File: src/rtl/i2c_ld_target.sv
// I2C register target: seven 8-bit registers behind a 3-bit auto-incrementing pointer.
// Define I2C_LD_TARGET_GLITCH_FILTER_EN to add a 3-sample glitch filter on SCL/SDA.
module i2c_ld_target #(
  parameter logic [6:0] DEV_ADDR = 7'h7E
) (
  input  logic        CLK40,
  input  logic        RST_B,
  input  logic        SCL_IN,
  input  logic        SDA_IN,
  output logic        SDA_OE,
  output logic [55:0] REGS,
  output logic        WR_STB,
  output logic [2:0]  WR_IDX,
  output logic        BUSY
);

  typedef enum logic [3:0] {
    IDLE, ADDR, ADDR_ACK, PTR, PTR_ACK, WR_DATA, WR_ACK, RD_DATA, RD_ACK
  } state_t;

  localparam logic [55:0] REGS_DEFAULT = 56'h04FFFF88008087;

  logic [1:0]  r_scl_sync, r_sda_sync;
  logic        r_scl_d, r_sda_d;
  logic        w_scl, w_sda;
  logic        w_rise, w_fall, w_start, w_stop;

  state_t      r_state, w_state_nxt;
  logic [2:0]  r_bitcnt, w_bitcnt_nxt;
  logic [7:0]  r_shift, w_shift_nxt;
  logic [2:0]  r_ptr, w_ptr_nxt;
  logic        r_sda_oe, w_oe_nxt;
  logic        r_rw, w_rw_nxt;
  logic        r_mack, w_mack_nxt;
  logic        w_we;
  logic [7:0]  w_byte, w_rd_byte;
  logic        r_wr_stb;
  logic [2:0]  r_wr_idx;
  logic [55:0] r_regs;

  always_ff @(posedge CLK40) begin
    if (!RST_B) begin
      r_scl_sync <= 2'b11;
      r_sda_sync <= 2'b11;
      r_scl_d    <= 1'b1;
      r_sda_d    <= 1'b1;
    end else begin
      r_scl_sync <= {r_scl_sync[0], SCL_IN};
      r_sda_sync <= {r_sda_sync[0], SDA_IN};
      r_scl_d    <= w_scl;
      r_sda_d    <= w_sda;
    end
  end

`ifdef I2C_LD_TARGET_GLITCH_FILTER_EN
  // A line only changes once the synchronized value has been stable for 3 samples.
  logic [1:0] r_scl_hist, r_sda_hist;
  logic       r_scl_filt, r_sda_filt;

  always_comb begin
    w_scl = r_scl_filt;
    w_sda = r_sda_filt;
    if (r_scl_hist == {2{r_scl_sync[1]}}) w_scl = r_scl_sync[1];
    if (r_sda_hist == {2{r_sda_sync[1]}}) w_sda = r_sda_sync[1];
  end

  always_ff @(posedge CLK40) begin
    if (!RST_B) begin
      r_scl_hist <= 2'b11;
      r_sda_hist <= 2'b11;
      r_scl_filt <= 1'b1;
      r_sda_filt <= 1'b1;
    end else begin
      r_scl_hist <= {r_scl_hist[0], r_scl_sync[1]};
      r_sda_hist <= {r_sda_hist[0], r_sda_sync[1]};
      r_scl_filt <= w_scl;
      r_sda_filt <= w_sda;
    end
  end
`else
  assign w_scl = r_scl_sync[1];
  assign w_sda = r_sda_sync[1];
`endif

  assign w_rise  = w_scl & ~r_scl_d;
  assign w_fall  = ~w_scl & r_scl_d;
  assign w_start = w_scl & r_scl_d & r_sda_d & ~w_sda;
  assign w_stop  = w_scl & r_scl_d & ~r_sda_d & w_sda;
  assign w_byte  = {r_shift[6:0], w_sda};

  // Pointer 7 has no backing register and reads as zero.
  always_comb begin
    w_rd_byte = 8'h00;
    for (int i = 0; i < 7; i++) begin
      if (r_ptr == 3'(i)) w_rd_byte = r_regs[8*i +: 8];
    end
  end

  always_comb begin
    w_state_nxt  = r_state;
    w_bitcnt_nxt = r_bitcnt;
    w_shift_nxt  = r_shift;
    w_ptr_nxt    = r_ptr;
    w_oe_nxt     = r_sda_oe;
    w_rw_nxt     = r_rw;
    w_mack_nxt   = r_mack;
    w_we         = 1'b0;
    if (w_start) begin
      w_state_nxt  = ADDR;
      w_bitcnt_nxt = 3'd0;
      w_oe_nxt     = 1'b0;
    end else if (w_stop) begin
      w_state_nxt  = IDLE;
      w_bitcnt_nxt = 3'd0;
      w_oe_nxt     = 1'b0;
    end else begin
      case (r_state)
        IDLE: ;
        ADDR, PTR, WR_DATA: begin
          if (w_rise) begin
            w_shift_nxt  = w_byte;
            w_bitcnt_nxt = r_bitcnt + 3'd1;
            if (r_bitcnt == 3'd7) begin
              w_bitcnt_nxt = 3'd0;
              if (r_state == ADDR) begin
                w_rw_nxt    = w_byte[0];
                w_state_nxt = (w_byte[7:1] == DEV_ADDR) ? ADDR_ACK : IDLE;
              end else if (r_state == PTR) begin
                w_ptr_nxt   = w_byte[2:0];
                w_state_nxt = PTR_ACK;
              end else begin
                w_we        = (r_ptr != 3'd7);
                w_ptr_nxt   = r_ptr + 3'd1;
                w_state_nxt = WR_ACK;
              end
            end
          end
        end
        // Counter 0 = before the 9th SCL rise, 1 = after it.
        ADDR_ACK, PTR_ACK, WR_ACK: begin
          if (w_rise) begin
            w_bitcnt_nxt = 3'd1;
          end else if (w_fall) begin
            if (r_bitcnt == 3'd0) begin
              w_oe_nxt = 1'b1;
            end else begin
              w_bitcnt_nxt = 3'd0;
              w_oe_nxt     = 1'b0;
              if (r_state == ADDR_ACK && r_rw) begin
                w_state_nxt = RD_DATA;
                w_shift_nxt = w_rd_byte;
                w_oe_nxt    = ~w_rd_byte[7];
              end else if (r_state == ADDR_ACK) begin
                w_state_nxt = PTR;
              end else begin
                w_state_nxt = WR_DATA;
              end
            end
          end
        end
        RD_DATA: begin
          if (w_rise) begin
            w_bitcnt_nxt = r_bitcnt + 3'd1;
            if (r_bitcnt == 3'd7) begin
              w_bitcnt_nxt = 3'd0;
              w_ptr_nxt    = r_ptr + 3'd1;
              w_state_nxt  = RD_ACK;
            end
          end else if (w_fall) begin
            w_shift_nxt = {r_shift[6:0], r_shift[7]};
            w_oe_nxt    = ~r_shift[6];
          end
        end
        RD_ACK: begin
          if (w_rise) begin
            w_bitcnt_nxt = 3'd1;
            w_mack_nxt   = ~w_sda;
          end else if (w_fall) begin
            w_oe_nxt = 1'b0;
            if (r_bitcnt != 3'd0) begin
              w_bitcnt_nxt = 3'd0;
              if (r_mack) begin
                w_state_nxt = RD_DATA;
                w_shift_nxt = w_rd_byte;
                w_oe_nxt    = ~w_rd_byte[7];
              end else begin
                w_state_nxt = IDLE;
              end
            end
          end
        end
        default: w_state_nxt = IDLE;
      endcase
    end
  end

  always_ff @(posedge CLK40) begin
    if (!RST_B) begin
      r_state  <= IDLE;
      r_bitcnt <= 3'd0;
      r_shift  <= 8'h00;
      r_ptr    <= 3'd0;
      r_sda_oe <= 1'b0;
      r_rw     <= 1'b0;
      r_mack   <= 1'b0;
      r_wr_stb <= 1'b0;
      r_wr_idx <= 3'd0;
      r_regs   <= REGS_DEFAULT;
    end else begin
      r_state  <= w_state_nxt;
      r_bitcnt <= w_bitcnt_nxt;
      r_shift  <= w_shift_nxt;
      r_ptr    <= w_ptr_nxt;
      r_sda_oe <= w_oe_nxt;
      r_rw     <= w_rw_nxt;
      r_mack   <= w_mack_nxt;
      r_wr_stb <= w_we;
      if (w_we) r_wr_idx <= r_ptr;
      for (int i = 0; i < 7; i++) begin
        if (w_we && r_ptr == 3'(i)) r_regs[8*i +: 8] <= w_byte;
      end
    end
  end

  assign SDA_OE = r_sda_oe;
  assign REGS   = r_regs;
  assign WR_STB = r_wr_stb;
  assign WR_IDX = r_wr_idx;
  assign BUSY   = (r_state != IDLE) && (r_state != ADDR);

endmodule

File: config.mk
export PLATFORM = sky130hd
export DESIGN_NAME = i2c_ld_target
export DESIGN_NICKNAME = d
export VERILOG_FILES = /design/src/rtl/i2c_ld_target.sv
export SDC_FILE = /design/constraint.sdc
export NUM_CORES = 1
export LEC_CHECK = 0
export CELL_PAD_IN_SITES_DETAIL_PLACEMENT = 1
export CELL_PAD_IN_SITES_GLOBAL_PLACEMENT = 2
export CORE_AREA = 2 2 115 117
export DETAILED_ROUTE_END_ITERATION = 6
export DIE_AREA = 0 0 117 119
export PLACE_DENSITY_LB_ADDON = 0.05
export SETUP_SLACK_MARGIN = 0.1
export SLEW_MARGIN = 40
export SYNTH_ARGS = -nofsm -noshare
export SYNTH_HDL_FRONTEND = slang
export SYNTH_SLANG_ARGS = --single-unit
File: constraint.sdc
create_clock -name CLK40 -period 4.6 [get_ports CLK40]
set_input_delay 0.69 -clock CLK40 [delete_from_list [all_inputs] [get_ports CLK40]]
set_output_delay 0.69 -clock CLK40 [all_outputs]
set_load 0.005 [all_outputs]
==> results of run 1 <==
[cells by family after synthesis]
group / after synthesis / share of synthesized area [%]
AND/OR/NAND/NOR: 196 / 22.1
AO/OA/AOI/OAI: 135 / 22.2
flip-flops: 87 / 39.9
buffers and inverters: 56 / 5.51
multiplexers: 29 / 6.65
adder cells (fa/ha/maj): 12 / 3.44
XOR/XNOR: 1 / 0.201
[worst register-to-register path: stages (launching register included)]
cell and delay, ps:
dfxtp_1 450, ha_1 670, nor2b_1 330, a221oi_1 450, o41ai_1 180, a2111o_1 460, a311oi_1 260
[state kept, by name, indices dropped and copies added (netlist names), 2 cells and up]
name	cells
r_sda_sync	2
r_ptr	3
WR_IDX	3
r_bitcnt	3
REGS	56
r_scl_sync	2
r_shift	8
r_state	4
[final cells by class]
cell class	count	area share, %
clock buffer	13	4.86
sequential	87	32.5
inverter	12	0.841
clock inverter	3	0.327
timing repair buffer	69	12.6
multi-input combinational	373	44.7
tap	176	4.11
[final timing paths]
check / endpoint / slack (ps)
setup reg to reg: SDA_OE / 1720
hold reg to reg: r_sda_sync[1] / 410
setup / recovery: SDA_OE / 1720
hold / removal: r_sda_sync[1] / 410
[layout by cell type, fill, tap and decap left out, types with 3 or more instances in the layout]
master	Yosys	routed
nor3_1	6	6
nand4_1	3	3
a31oi_1	11	11
a211oi_1	7	7
inv_1	12	11
a21oi_1	23	23
and3_1	3	3
o21a_1	4	4
and2_1	6	6
a221oi_1	7	7
nand2_1	65	65
nand3_1	42	42
clkbuf_16	0	9
dfxtp_1	87	86
mux2i_1	29	29
ha_1	12	12
a221o_1	6	6
o31ai_1	7	7
buf_4	2	4
a21bo_2	7	7
nor2b_1	15	15
nand2b_1	8	8
nor2_1	32	32
o21ai_0	33	33
a41o_1	6	6
a311oi_1	3	3
clkdlybuf4s50_1	0	64
[per-layer routing]
metal  wire [um]  share of wire [%]  vias to the layer above  GRT usage [%]
met5           0                  0                        -              0
met3         523                3.6                       12           3.36
met4         232                1.6                        0           7.13
li1            -                  -                     1921              -
met1        7420                 50                     1969           32.8
met2        6520                 44                       76           32.1
[per-stage QoR]
step | hold slack (ps) | cells | setup WS, ps | instance area [um2]
after floorplan | 386 | 516 | 2400 | 4360
after global placement | 392 | 716 | 1450 | 5060
after detailed placement | 400 | 716 | 1510 | 5060
after CTS | 416 | 732 | 1470 | 5330
after global routing | 432 | 733 | 1510 | 5360
final | 411 | 733 | 1720 | 5360
[Yosys cell counts (2+ instances only)]
cell      number  area share [%]
a211oi_1       7             1.2
a21bo_2        7             1.6
a21o_1         2            0.34
a21oi_1       23             2.6
a221o_1        6             1.4
a221oi_1       7             1.4
a22oi_1        2            0.34
a311oi_1       3            0.60
a31oi_1       11             1.6
a41o_1         6             1.4
and2_0         2            0.29
and2_1         6            0.86
and3_1         3            0.43
buf_1          4            0.34
buf_2         12             1.4
buf_4          2            0.34
clkbuf_1      25             2.2
dfxtp_1       87              40
ha_1          12             3.4
inv_1         12             1.0
mux2i_1       29             6.7
nand2_1       65             5.6
nand2b_1       8             1.1
nand3_1       42             4.8
nand3_2        2            0.46
nand4_1        3            0.43
nor2_1        32             2.8
nor2b_1       15             2.2
nor3_1         6            0.69
nor3b_1        2            0.34
nor4_1         2            0.29
o21a_1         4            0.69
o21ai_0       33             3.8
o31ai_1        7             1.2
or3b_1         2            0.40
[power breakdown]
part	leakage [nW]	internal [W]	switching (W)
logic	1.13	0.0000122	0.0000338
registers	0.703	0.000757	0.00000583
clock network	0.136	0.000395	0.000314
total	1.97	0.00116	0.000354
==> results.tsv, run 1 <==
stage	metric	value	unit
status	status	finished clean	
critical_path	required	4860	ps
clock_network	clk_path_buf_depth	2	
min_path	hold_start	r_sda_sync[0]	
critical_path	cp_max_fo	19	
sta	tightest_slew	846	ps
clock_network	cts.sinks	87	
yosys	synth-edff-count	0	
sta	finalSetupTns	0	ps
floorplanning	num_rows	42	
layout	multi_input_area	2390	um2
yosys	synthFlopType	dfxtp_1	
sta	rsz0062_at_grt	no	
critical_path	cp.depth	6	
yosys	yosys_warnings	0	
clock_network	clk_pin_slew	70	ps
min_path	holdPathStages	1	
yosys	synth-seq-cells	87	
clock_network	cts_buffers	9	
grt	grt_pass1_wl	23.2	mm
floorplanning	boundaryPins	66	
routing	vias	3978	
placement	dpl.hpwl	10.4	mm
critical_path	worstPathArrival	3150	ps
routing	drtPass1Iterations	4	
grt	grt_max_degree	33	
routing	drc	0	
pwr	ir_worst_vdd	171	uV
pwr	power_density	283	nW/um2
layout	nets	568	
critical_path	crit_path_top_delay_cell	ha_1	
clock_network	post_cts.repair.setup_buffers	0	
routing	drt-initial-drc-count	237	
sta	skew	7.26	ps
yosys	synth_cell_types	60	
critical_path	crit_family	compound AO/OA/AOI/OAI gates	
clock_network	postCtsResizedCells	0	
floorplanning	die_w	117	um
sta	hold_violations	0	
routing	ant_nets	0	
routing	wire_per_inst	20.1	um
critical_path	endpoint_kind	register	
placement	gp_congestion	0.838	
layout	area.growth.synth_to_final	22.8	%
grt	grt_pass1_vias	3998	
layout	post-route-util	41.6	%
grt	antenna_found_initial	0	
yosys	mappedNetlistArea	4360	um2
placement	port_buffers	65	
layout	antenna_cells	0	
clock_network	cts.htree.levels	3	
pwr	p_leak	1.97	nW
grt	grt-ovfl-total	0	
routing	wirelength	14.7	mm
critical_path	worstSetupStartpoint	r_ptr[0]	
yosys	avgSynthCellArea	8.46	um2
min_path	min_path_type	reg -> reg	
yosys	synthArstFlopShare	0	%
sta	fmax	0.347	GHz
critical_path	r2r-start	r_ptr[0]	
clock_network	cts_tree	yes	
sta	finalCritPeriodShare	62.7	%
sta	setup_viol	0	
layout	seqCellArea	1740	um2
floorplanning	fp.dieH	119	um
yosys	ys_seq_area_share	39.9	%
sta	slew_viol_final	0	
clock_network	cts-root-buf	clkbuf_16	
yosys	synth_nets	532	
critical_path	slowest_delay	670	ps
critical_path	cp_num_buf_inv	0	
critical_path	critPathLaunchType	register	
grt	grt.total_usage	22.0	%
pwr	p_total	0.00152	W
critical_path	worstSetupPathType	reg -> reg	
sta	fin_crit	2880	ps
layout	drive_above_1_share	7.18	%
floorplanning	die_area	13900	um2
critical_path	cp_cell_sequence	ha_1 > nor2b_1 > a221oi_1 > o41ai_1 > a2111o_1 > a311oi_1	
sta	maxSlewHeadroom	43.6	%
clock_network	cts_hold_buf	0	
flow_run	max_cap_viol_count	0	
routing	avgViaCountPerCell	5.43	
floorplanning	core	12900	um2
critical_path	reg2reg_depth	6	
floorplanning	initial_core_util	33.9	%
clock_network	clk_latency	350	ps
yosys	syn-instance-count	516	
layout	fillCellCount	1527	
Power figures use the tool's default switching activity.
==> inputs of run 2 (changes only) <==
CORE_AREA = 2 2 120 122   (was 2 2 115 117)
DIE_AREA = 0 0 122 124   (was 0 0 117 119)
clock period = 2.8 ns   (was 4.6 ns; I/O delays follow)
==> run 2 against run 1 <==
  * Wire length increased by 1.6%
  * Die area increased by 8.7%
  * Combinational power increased by 80%
  * Hold slack got worse by 130 ps
  * Count of clock-buffer cells in the layout increased by 1
  * Critical path type unchanged
  * Largest power group is now clock
==> results.tsv, run 2 (synthesis gave the netlist of run 1 again) <==
stage	metric	value	unit	change
status	status	finished clean		unchanged
layout	multi_input_area	2390	um2	about the same
floorplanning	core	13700	um2	was 12900 um2
critical_path	critPathLaunchType	register		unchanged
layout	finalInstanceArea	5580	um2	was 5360 um2
layout	final_common_cell	dfxtp_1		unchanged
sta	skew	7.20	ps	was 7.26 ps
clock_network	cts_buffers	9		unchanged
sta	finalSetupTns	0	ps	unchanged
critical_path	cp_max_fo	17		was 19
critical_path	worstPathArrival	2730	ps	was 3150 ps
floorplanning	initial_core_util	31.8	%	was 33.9%
grt	grt_pass1_wl	23.3	mm	was 23.2 mm
layout	fillCellCount	1642		was 1527
sta	setup_ws	305	ps	was 1720 ps
placement	port_buffers	65		unchanged
sta	fin_crit	2500	ps	was 2880 ps
grt	grt_max_degree	42		was 33
grt	grt.total_usage	20.6	%	was 22.0%
critical_path	cp_cell_sequence	ha_1 > ha_1 > or3b_1 > a2111oi_4 > buf_12 > nand3_1 > buf_4 > nand3_1 > o21ai_0		was ha_1 > nor2b_1 > a221oi_1 > o41ai_1 > a2111o_1 > a311oi_1
pwr	clockPowerShare	49.0	%	was 46.7%
floorplanning	boundaryPins	66		unchanged
clock_network	clk_pin_slew	60	ps	was 70 ps
floorplanning	die_w	122	um	was 117 um
critical_path	crit_path_top_delay_cell	or3b_1		was ha_1
routing	avgViaCountPerCell	5.34		was 5.43
clock_network	cts.htree.levels	3		unchanged
pwr	power_density	469	nW/um2	was 283 nW/um2
grt	grt_pass1_vias	4099		was 3998
grt	met3_usage	3.11	%	was 3.36%
routing	drtPass1Iterations	4		unchanged
critical_path	worstSetupPathType	reg -> reg		unchanged
sta	rsz0062_at_grt	no		unchanged
routing	ant_nets	0		unchanged
placement	dpl.hpwl	10.9	mm	was 10.4 mm
clock_network	cts.sinks	87		unchanged
layout	nets	592		was 568
routing	wirelength	14.9	mm	was 14.7 mm
sta	setup_viol	0		unchanged
floorplanning	num_rows	43		was 42
grt	grt_util_met2	33.1	%	was 32.1%
grt	grt_util_met1	27.5	%	was 32.8%
grt	grt-ovfl-total	0		unchanged
clock_network	clk_latency	350	ps	about the same
layout	seqCellArea	1740	um2	about the same
placement	place_ws	195	ps	was 1510 ps
pwr	power_switching_share	22.3	%	was 23.3%
flow_run	max_cap_viol_count	0		unchanged
sta	fmax	0.401	GHz	was 0.347 GHz
pwr	p_int	0.00203	W	was 0.00116 W
floorplanning	fp.dieH	124	um	was 119 um
layout	layout_common_cells	87 x dfxtp_1, 65 x nand2_1, 64 x clkdlybuf4s50_1		was 86 x dfxtp_1, 65 x nand2_1, 64 x clkdlybuf4s50_1
layout	antenna_cells	0		unchanged
pwr	switchingPower	0.000583	W	was 0.000354 W
clock_network	clk_path_buf_depth	2		unchanged
layout	drive_above_1_share	10.7	%	was 7.18%
layout	area.growth.synth_to_final	27.9	%	was 22.8%
routing	drc	0		unchanged
critical_path	slowest_delay	390	ps	was 670 ps
pwr	power_frac_seq	47.8	%	was 50.3%
min_path	min_path_type	in -> reg		was reg -> reg
sta	maxSlewHeadroom	49.5	%	was 43.6%
sta	holdWs	277	ps	was 411 ps
pwr	p_leak	2.10	nW	was 1.97 nW
grt	top_usage_layer	met2		was met1
critical_path	required	3030	ps	was 4860 ps
routing	vias	4063		was 3978
routing	wire_per_inst	19.6	um	was 20.1 um
placement	placed_cell_area	5270	um2	was 5060 um2
sta	tightest_slew	752	ps	was 846 ps
placement	gp_congestion	0.807		was 0.838
critical_path	endpoint_kind	register		unchanged
routing	drt-initial-drc-count	166		was 237
layout	largest_register_ffs	56		unchanged
grt	antenna_found_initial	0		unchanged
clock_network	cts_tree	yes		unchanged
sta	finalCritPeriodShare	89.1	%	was 62.7%
sta	slew_viol_final	0		unchanged
pwr	ir_worst_vdd	257	uV	was 171 uV
pwr	pwr-share-comb	3.2	%	was 3.0%
clock_network	cts-root-buf	clkbuf_16		unchanged
sta	hold_violations	0		unchanged
floorplanning	die_area	15100	um2	was 13900 um2
## run 2: worst max-delay path, delay by kind of cell (launching register included)
| family | cells | cell delay (ps) |
|---|---|---|
| AOI/OAI and AO/OA | 2 | 370 |
| and+or+nand+nor | 3 | 730 |
| DFF | 1 | 370 |
| adders and majority gates | 2 | 430 |
| buffers and inverters | 2 | 480 |
## run 2: area by class of cell
class | count | area share, %
Clock buffer | 14 | 4.91
Timing Repair Buffer | 93 | 15.6
Multi-Input combinational cell | 373 | 42.8
Clock inverter | 2 | 0.673
Sequential cell | 87 | 31.2
Inverter | 12 | 0.807
Tap cell | 180 | 4.04
## run 2: layer usage
layer	vias up	routed length, um
li1	1978	-
met2	84	6870
met3	18	560
met4	0	356
met5	-	0
met1	1983	7160
## run 2: worst paths after layout
check / start / to / slack (ps) / depth (start not counted)
max: r_ptr[0] / REGS[18] / 300 / 9
min: RST_B / REGS[50] / 280 / 2
max reg2reg: r_ptr[0] / REGS[18] / 300 / 9
min reg2reg: r_sda_sync[0] / r_sda_sync[1] / 410 / 1
## run 2: power groups by stage
stage / registers (W) / clock network (W) / logic (W)
after global routing: 0.00125 / 0.00137 / 0.0000914
after detailed placement: 0.00128 / 0 / 0.0000839
final: 0.00125 / 0.00128 / 0.0000826
after CTS: 0.00125 / 0.00132 / 0.0000841
after floorplan: 0.00127 / 0 / 0.0000570
after global placement: 0.00128 / 0 / 0.0000826
## run 2: repair_timing
item                                    4_1_cts  5_1_grt
hold buffers                                  0        0
buffers inserted                              0        0
gates resized for setup                       0        1
endpoints found under the setup margin        0        6
## run 2: per-stage QoR
step           util [%]  cells  total power (W)
4_1_cts            40.7    761          0.00265
2_1_floorplan         -    516          0.00133
3_3_place_gp       38.3    745          0.00136
6_report           40.7    761          0.00262
5_1_grt            40.7    761          0.00271
3_5_place_dp       38.4    745          0.00136
